## config.mk

```make
export PLATFORM = sky130hd
export DESIGN_NAME = calc_sseg_scan_flat
export DESIGN_NICKNAME = d
export VERILOG_FILES = /design/src/rtl/calc_sseg_if.sv /design/src/rtl/calc_sseg_scan.sv /design/src/flat_wrapper.sv
export SDC_FILE = /design/constraint.sdc
export NUM_CORES = 1
export LEC_CHECK = 0
export CORE_ASPECT_RATIO = 0.5
export CORE_MARGIN = 5
export CORE_UTILIZATION = 56
export CTS_CLUSTER_SIZE = 30
export DETAILED_ROUTE_END_ITERATION = 10
export HOLD_SLACK_MARGIN = 0.02
export PLACE_DENSITY_LB_ADDON = 0.3
export SYNTH_ARGS = -nofsm -noshare
export SYNTH_HDL_FRONTEND = slang
export SYNTH_SLANG_ARGS = --single-unit
export TNS_END_PERCENT = 30
```

## constraint.sdc

```tcl
create_clock -name clk -period 4.95 [get_ports clk]
set_clock_uncertainty 0.2 [all_clocks]
set_input_delay 0.495 -clock clk [delete_from_list [all_inputs] [get_ports clk]]
set_output_delay 0.495 -clock clk [all_outputs]
set_load 0.05 [all_outputs]
```

## src/rtl/calc_sseg_if.sv

```systemverilog
// rtl/calc_sseg_if.sv - request/response and display bundle for calc_sseg_scan
interface calc_sseg_if #(
    parameter int N = 8
);
    logic         start;
    logic [N-1:0] x;
    logic [N-1:0] y;
    logic [1:0]   op_sel;
    logic         busy;
    logic         done;
    logic         cout;
    logic         overf;
    logic [6:0]   sseg;
    logic [7:0]   an;
    logic         DP;

    modport master (
        output start, x, y, op_sel,
        input  busy, done, cout, overf, sseg, an, DP
    );

    modport slave (
        input  start, x, y, op_sel,
        output busy, done, cout, overf, sseg, an, DP
    );
endinterface

```

## src/rtl/calc_sseg_scan.sv

```systemverilog
// rtl/calc_sseg_scan.sv - registered calculator with sequential BCD conversion and scanned 7-seg readout
module calc_sseg_scan #(
    parameter int N           = 8,
    parameter int NDIG        = 5,
    parameter int REFRESH_CNT = 100000
) (
    input  logic         clk,
    input  logic         reset,
    calc_sseg_if.slave   bus
);
    localparam int W  = 2 * N;
    localparam int BW = 4 * NDIG;
    localparam int CW = $clog2(W + 1);
    localparam int PW = (REFRESH_CNT > 1) ? $clog2(REFRESH_CNT) : 1;

    typedef enum logic [1:0] {IDLE, CALC, CONV, LOAD} state_t;

    state_t          state, state_next;
    logic [N-1:0]    xl, yl;
    logic [1:0]      opl;
    logic [W-1:0]    sh;
    logic [BW-1:0]   bcd, bcd_adj;
    logic [CW-1:0]   cnt;
    logic            neg_w, cout_w, ovf_w;
    logic [BW-1:0]   dig;
    logic            neg_d, cout_q, ovf_q, done_q, busy_q;
    logic [PW-1:0]   pre;
    logic [2:0]      idx;

    always_ff @(posedge clk or posedge reset) begin
        if (reset) state <= IDLE;
        else       state <= state_next;
    end

    always_comb begin
        state_next = state;
        case (state)
            IDLE: if (bus.start) state_next = CALC;
            CALC: state_next = CONV;
            CONV: if (cnt == CW'(W - 1)) state_next = LOAD;
            LOAD: state_next = IDLE;
            default: state_next = IDLE;
        endcase
    end

    logic [N:0]   sum;
    logic [N-1:0] diff;
    logic [W-1:0] r_c;
    logic         neg_c, cout_c, ovf_c;

    assign sum  = {1'b0, xl} + {1'b0, yl};
    assign diff = xl - yl;

    always_comb begin
        r_c    = '0;
        neg_c  = 1'b0;
        cout_c = 1'b0;
        ovf_c  = 1'b0;
        case (opl)
            2'b00: begin
                r_c    = {{(W-N-1){1'b0}}, sum};
                cout_c = sum[N];
                ovf_c  = (xl[N-1] == yl[N-1]) && (sum[N-1] != xl[N-1]);
            end
            2'b01: begin
                if (xl >= yl) begin
                    r_c    = {{N{1'b0}}, diff};
                    cout_c = 1'b1;
                end else begin
                    r_c   = {{N{1'b0}}, yl - xl};
                    neg_c = 1'b1;
                end
                ovf_c = (xl[N-1] != yl[N-1]) && (diff[N-1] != xl[N-1]);
            end
            2'b10: begin
                r_c   = W'(xl) * W'(yl);
                ovf_c = |r_c[W-1:N];
            end
            default: r_c = {{N{1'b0}}, xl & yl};
        endcase
    end

    // Add-3 correction applied to every nibble before each shift of the double-dabble.
    always_comb begin
        bcd_adj = bcd;
        for (int i = 0; i < NDIG; i++) begin
            if (bcd[4*i +: 4] >= 4'd5) bcd_adj[4*i +: 4] = bcd[4*i +: 4] + 4'd3;
        end
    end

    always_ff @(posedge clk or posedge reset) begin
        if (reset) begin
            xl     <= '0;
            yl     <= '0;
            opl    <= '0;
            sh     <= '0;
            bcd    <= '0;
            cnt    <= '0;
            neg_w  <= 1'b0;
            cout_w <= 1'b0;
            ovf_w  <= 1'b0;
            dig    <= '0;
            neg_d  <= 1'b0;
            cout_q <= 1'b0;
            ovf_q  <= 1'b0;
            done_q <= 1'b0;
            busy_q <= 1'b0;
        end else begin
            done_q <= (state == LOAD);
            busy_q <= (state_next != IDLE) || (state == LOAD);
            case (state)
                IDLE: if (bus.start) begin
                    xl  <= bus.x;
                    yl  <= bus.y;
                    opl <= bus.op_sel;
                end
                CALC: begin
                    sh     <= r_c;
                    bcd    <= '0;
                    cnt    <= '0;
                    neg_w  <= neg_c;
                    cout_w <= cout_c;
                    ovf_w  <= ovf_c;
                end
                CONV: begin
                    bcd <= {bcd_adj[BW-2:0], sh[W-1]};
                    sh  <= {sh[W-2:0], 1'b0};
                    cnt <= cnt + 1'b1;
                end
                LOAD: begin
                    dig    <= bcd;
                    neg_d  <= neg_w;
                    cout_q <= cout_w;
                    ovf_q  <= ovf_w;
                end
                default: ;
            endcase
        end
    end

    always_ff @(posedge clk or posedge reset) begin
        if (reset) begin
            pre <= '0;
            idx <= '0;
        end else if (pre == PW'(REFRESH_CNT - 1)) begin
            pre <= '0;
            idx <= (idx == 3'(NDIG - 1)) ? 3'd0 : idx + 3'd1;
        end else begin
            pre <= pre + 1'b1;
        end
    end

    // Bit i set when digit i and every digit above it are zero; digit 0 never blanks.
    function automatic logic [NDIG-1:0] blank_mask(input logic [BW-1:0] d);
        logic run;
        blank_mask = '0;
        run = 1'b1;
        for (int i = NDIG - 1; i >= 1; i--) begin
            run = run && (d[4*i +: 4] == 4'd0);
            blank_mask[i] = run;
        end
    endfunction

    logic [NDIG-1:0] blank;
    logic [3:0]      nib;
    logic            cur_blank, cur_minus;

    always_comb begin
        blank     = blank_mask(dig);
        nib       = dig[int'(idx)*4 +: 4];
        cur_blank = blank[idx];
        cur_minus = 1'b0;
        if (cur_blank && neg_d)
            cur_minus = (idx == 3'd1) || !blank[idx - 3'd1];
        if (cur_minus)      bus.sseg = 7'b0111111;
        else if (cur_blank) bus.sseg = 7'h7F;
        else begin
            case (nib)
                4'd0: bus.sseg = 7'b1000000;
                4'd1: bus.sseg = 7'b1111001;
                4'd2: bus.sseg = 7'b0100100;
                4'd3: bus.sseg = 7'b0110000;
                4'd4: bus.sseg = 7'b0011001;
                4'd5: bus.sseg = 7'b0010010;
                4'd6: bus.sseg = 7'b0000010;
                4'd7: bus.sseg = 7'b1111000;
                4'd8: bus.sseg = 7'b0000000;
                4'd9: bus.sseg = 7'b0010000;
                default: bus.sseg = 7'h7F;
            endcase
        end
    end

    assign bus.an    = ~(8'd1 << idx);
    assign bus.DP    = !((idx == 3'd0) && ovf_q);
    assign bus.busy  = busy_q;
    assign bus.done  = done_q;
    assign bus.cout  = cout_q;
    assign bus.overf = ovf_q;
endmodule
```

## src/flat_wrapper.sv

```systemverilog
// flat-port wrapper written by rule: the top's interface ports become plain ports
module calc_sseg_scan_flat 
#(
    parameter int N           = 8,
    parameter int NDIG        = 5,
    parameter int REFRESH_CNT = 100000
)
  (clk, reset, bus_start, bus_x, bus_y, bus_op_sel, bus_busy, bus_done, bus_cout, bus_overf, bus_sseg, bus_an, bus_DP);
  calc_sseg_if #(.N(N)) bus_i ();
  input  logic clk;
  input  logic reset;
  input wire logic [$bits(bus_i.start)-1:0] bus_start;
  input wire logic [$bits(bus_i.x)-1:0] bus_x;
  input wire logic [$bits(bus_i.y)-1:0] bus_y;
  input wire logic [$bits(bus_i.op_sel)-1:0] bus_op_sel;
  output wire logic [$bits(bus_i.busy)-1:0] bus_busy;
  output wire logic [$bits(bus_i.done)-1:0] bus_done;
  output wire logic [$bits(bus_i.cout)-1:0] bus_cout;
  output wire logic [$bits(bus_i.overf)-1:0] bus_overf;
  output wire logic [$bits(bus_i.sseg)-1:0] bus_sseg;
  output wire logic [$bits(bus_i.an)-1:0] bus_an;
  output wire logic [$bits(bus_i.DP)-1:0] bus_DP;
  assign bus_i.start = bus_start;
  assign bus_i.x = bus_x;
  assign bus_i.y = bus_y;
  assign bus_i.op_sel = bus_op_sel;
  assign bus_busy = bus_i.busy;
  assign bus_done = bus_i.done;
  assign bus_cout = bus_i.cout;
  assign bus_overf = bus_i.overf;
  assign bus_sseg = bus_i.sseg;
  assign bus_an = bus_i.an;
  assign bus_DP = bus_i.DP;
  calc_sseg_scan #(.N(N), .NDIG(NDIG), .REFRESH_CNT(REFRESH_CNT)) u_core (.clk(clk), .reset(reset), .bus(bus_i));
endmodule
```

# --- Word level (Yosys, flattened, before mapping) ---
# Memories as Yosys holds them, arrays and structs flattened.
# Cells that the tools add are included.
word_totals:
  regBits: 109
  latch_bits: 0
  ram_bits: 0
  rom_bits: 112
  in_bits: 21
  mem_count: 1
op_classes:
  addsub: 12
  mul: 1
  div: 0
  magnitude_cmp: 8
  n_eq_ne: 13
  shifts: 2
  n_mux: 27
  bitwise_logic: 2
  n_reduce_logical: 22
mem_list:
  columns: ["name", "words", "width", "rd", "rd_clocked_by_memory_dff", "write_ports", "line_no", "rtl"]
  rows:
  - ["(name not given)", 16, 7, 1, 0, 0, "calc_sseg_scan.sv:178", "case (nib)"]
ops:
  columns: ["operator", "count"]
  rows:
  - ["$pmux W16 S3", 1]
  - ["$pmux W20 S2", 1]
  - ["$pmux W16 S2", 1]
  - ["$ge A4 B3 Y1 const B", 5]
  - ["$shiftx A20 B6 Y4", 1]
  - ["$add A17 B1 Y17 const B", 1]
  - ["$eq A17 B17 Y1 const B", 1]
  - ["$mux W17", 1]
  - ["$add A4 B2 Y4 const B", 4]
  - ["$logic_not A4 Y1", 4]
  - ["$mul A8 B8 Y16", 1]
  - ["$mux W4", 4]
  - ["$sub A8 B8 Y8", 2]
  - ["$mux W7", 2]
  - ["$pmux W5 S2", 1]
  - ["$add A8 B8 Y9", 1]
  - ["$and A8 B8 Y8", 1]
  - ["$ge A8 B8 Y1", 1]
  - ["$lt A3 B4 Y1 const B", 2]
  - ["$mux W8", 1]
  - ["$not A8 Y8", 1]
  - ["$pmux W2 S4", 1]
  - ["$reduce_or A8 Y1", 1]
  - ["$shl A1 B3 Y8 const A", 1]
  - ["other kinds (24)", 47]

# --- Logic depth before layout (Yosys ltp) ---
depth:
  word_depth: 10
  mapped_depth: 19
  ltp_nobuf: 19

# --- Least setup slack after synthesis ---
# No wires, ideal clock.
synth_path:
  kind: "reg-to-reg"
  start: "register u_core.xl[1]"
  end: "register u_core.ovf_w"
  t_arrival_ns: 4.727
  path_slack_ns: -0.125
  path_stages_with_launch: 18
  synth_period_minus_slack_ns: 5.075
  path_cell_list: "dfrtp_1 -> nand2_1 -> fa_1 -> fa_1 -> inv_1 -> fa_1 -> inv_1 -> fa_1 -> inv_1 -> ha_1 -> a211oi_2 -> o21ai_1 -> a2111o_1 -> a31o_1 -> a21oi_2 -> xnor2_1 -> nor4b_2 -> o221ai_1"
synth_via:
  elab_chain_cells: 4
synth_lines:
  columns: ["element", "line_no", "rtl"]
  rows:
  - ["start: declaration", "calc_sseg_scan.sv:19", "logic [N-1:0] xl, yl;"]
  - ["start signal: assignment", "calc_sseg_scan.sv:113", "xl <= bus.x;"]
  - ["parallel branches: the longest is 3 deep, another holds $mul A8 B8 Y16", null, null]
  - ["$pmux W1 S3 *", "calc_sseg_scan.sv:59", "case (opl)"]
  - ["end signal: assignment", "calc_sseg_scan.sv:123", "ovf_w <= ovf_c;"]
  - ["end: declaration", "calc_sseg_scan.sv:24", "logic neg_w, cout_w, ovf_w;"]
# Mark *: on every way between the ends.
# A chain may end at the register's enable or synchronous reset.

# --- Worst setup path after layout ---
layout_path:
  start: "register u_core.xl[3]"
  end: "register u_core.ovf_w"
# Same word-level chain as after synthesis.

==> impl_metrics.yaml <==
run_status:
  status: "finished, violations left"
  violations: "negative setup slack"
grt:
  overflow: 0
  grt_pass1_vias: 6958
  grt_max_degree: 83
  grt_usage_pct: 22.63
  grt_pass1_wl_mm: 33.62
  antenna_found_initial: 0
detailed_routing:
  vias: 6955
  route.detailed.drc: 0
  wl_per_cell_um: 16.40
  drt_iter0_drc: 520
  antenna_left: 0
  drt-pass1-iter-count: 5
  wirelength_mm: 20.01
  vias_per_cell: 5.701
min_path:
  hold_path_class: "reg2reg"
  hold_start: "u_core.pre[4]$_DFF_PP0_"
worst_setup_path:
  path_max_fanout: 5
  path_cells: "inv_2, nor2_1, fa_1, fa_1, fa_1, inv_1, fa_1, inv_1, ha_4, buf_4, nor2_4, nor2_2, a2111o_1, a31o_1, a21oi_2, xnor2_2, nor4b_2, o221ai_1"
  cp_slowest_cell: "fa_1"
  crit_top_cell: "fa_1"
  crit_buf_inv: 4
  timing.rr.start: "u_core.xl[3]$_DFFE_PP0P_"
  cp-end-kind: "flip-flop"
  crit_arrival_ps: 5000
  startpoint_type: "flip-flop"
  cp.required_ps: 4970
  critPathLaunch: "u_core.xl[3]$_DFFE_PP0P_"
  critPathMaxStageDelay_ps: 550
  criticalPathCategory: "reg2reg"
  path_delay_family: "adder cells"
sta:
  slew_headroom_pct: 24.77
  worst_slew_pin_slew_ps: 1128
  rsz0062_at_grt: "true"
  tns_ps: -33.53
  final.period_utilization_pct: 100.7
  fmaxAchievable_ghz: 0.2007
  drv_slew: 0
  setup_viol: 1
  hold_viol: 0
  period_needed_ps: 4984
  finalWorstSetupSlack_ps: -33.53
place:
  place.gp.congestion: 0.9194
  port_buffers: 40
  preCtsSetupSlack_ps: -204.2
  post-place-cells: 1190
  place_hpwl_mm: 14.78
synthesis:
  synth.cell_area_sq_mm: 0.008496
  synth_top_area_cell: "dfrtp_1"
  synth-edff-count: 0
  synth_nets: 1078
  synth_commonest_cells: "inv_1 (119), dfrtp_1 (109), nor2_1 (90)"
  synth_cell_type_count: 58
  async_flop_share_pct: 100.0
  synthTopCellsByArea: "dfrtp_1 (32%), ha_1 (13%), fa_1 (9.2%)"
  ys_ff_latch: 109
  synth.avg_cell_area_sq_um: 9.145
  yosysSeqAreaShare_pct: 32.11
  synthMostInstantiatedCell: "inv_1"
  netlist.area_leader.share_pct: 32.11
  yosys_warnings: 0
  yosys_most_used_dff: "dfrtp_1"
  syn_inst: 929
die:
  dieArea_sq_mm: 0.01788
  fp.dieH_um: 97.10
  io_pins: 41
  rows: 31
  start_util_pct: 57.95
  die_w_um: 184.2
  core-area_sq_mm: 0.01466
finish:
  drive_gt1_share_pct: 17.12
  num_antenna_cells: 0
  fin_util_pct: 68.09
  layout.nets: 1167
  post_layout_nonfiller_instances: 1220
  multi_input_area_sq_mm: 0.005326
  areaGrowthSynthToFinish_pct: 17.51
  n_fill_cell: 1163
  final-seq-area_sq_mm: 0.002731
flow_run:
  max_cap_viol_count: 0
clocking:
  cts_buffers: 9
  cts_sinks: 109
  cts_tree: "done"
  worst_skew_pair.late_latency_ps: 360
  cts_max_path_buffers: 2
  htree_levels: 3
  clk_pin_slew_ps: 80
  root_buffer: "clkbuf_16"
-- state kept, by name (all words and copies together), names as in the netlist --
signal	cells
u_core.cnt	5
u_core.bus.done	1
u_core.cout_w	1
u_core.opl	2
u_core.bus.cout	1
u_core.state	2
u_core.neg_d	1
u_core.neg_w	1
u_core.xl	8
u_core.bus.busy	1
u_core.yl	8
u_core.sh	16
u_core.bus.overf	1
u_core.pre	17
u_core.ovf_w	1
u_core.idx	3
u_core.bcd	20
u_core.dig	20
-- metrics by stage --
stage                     hold slack [ps]  instance area (sq um)
final                               284.1                   9983
after global routing                300.2                   9983
after CTS                           283.6                   9957
after detailed placement            269.6                   9454
after global placement              263.3                   9454
after floorplan                     244.1                   8514
-- worst paths after layout --
kind                                             end  slack [ps]  cells after the start
setup / recovery            u_core.ovf_w$_DFFE_PP0N_         -30                     18
min in group asynchronous   u_core.pre[14]$_DFF_PP0_         530                      2
max in group asynchronous  u_core.bcd[5]$_DFFE_PP0P_        3070                      3
hold / removal               u_core.pre[4]$_DFF_PP0_         280                      1
hold reg to reg              u_core.pre[4]$_DFF_PP0_         280                      1
setup reg to reg            u_core.ovf_w$_DFFE_PP0N_         -30                     18
-- per-layer routing --
| metal | vias to the layer above | GRT usage, % | part of all wire [%] | wire, um |
|---|---|---|---|---|
| li1 | 3319 | - | - | - |
| met1 | 3366 | 30.11 | 44 | 8735 |
| met2 | 215 | 37.08 | 48 | 9537 |
| met3 | 55 | 4.600 | 5.9 | 1189 |
| met4 | 0 | 7.553 | 2.7 | 546 |
| met5 | - | 0 | 0 | 0 |
-- repair_timing --
action / 4_1_cts / 5_1_grt
pin swaps: 32 / 5
resized for setup: 30 / 9
hold buffers: 0 / 0
setup endpoints to repair: 2 / 4
buffers inserted: 15 / 0
cloned: 0 / 0
-- cell usage in the layout, fill, tap and decap left out, types with 5 or more instances in the layout --
master	instances
inv_2	7
nor2_1	82
dfrtp_1	106
o211ai_1	7
clkbuf_16	9
and2_1	7
mux2_2	45
fa_1	37
nand3_1	18
inv_1	110
o22ai_1	26
nor2_2	7
nor3_1	8
nand2_1	76
o21ai_0	50
clkdlybuf4s50_1	40
a221oi_1	6
mux2i_1	6
nand2b_1	10
xor2_1	17
a31oi_1	7
ha_1	83
a21o_1	5
a22oi_1	11
and3_1	6
buf_4	67
xnor2_1	23
nor2b_1	8
a21oi_1	55
-- cells by family (layout without fill, tap and decap cells) --
| logic type | after synthesis | count (layout) | synth area share, % |
|---|---|---|---|
| simple gates | 245 | 245 | 13.06 |
| compound gates | 200 | 200 | 14.37 |
| buf+inv | 152 | 245 | 6.789 |
| fa+ha+maj | 128 | 128 | 22.30 |
| flops | 109 | 109 | 32.11 |
| mux | 52 | 52 | 6.937 |
| xor+xnor | 43 | 43 | 4.433 |
-- area by class of cell --
cell class / count / area share [%]
repair buffers: 110 / 9.387
flip-flops and latches: 109 / 27.36
clock inverters: 6 / 0.6016
clock buffers: 9 / 2.256
inverters: 120 / 4.562
multi-input cells: 668 / 53.35
well taps: 198 / 2.482
Power is not shown: default switching activity piles up to over one toggle a cycle in this logic, so the estimate is an artifact.
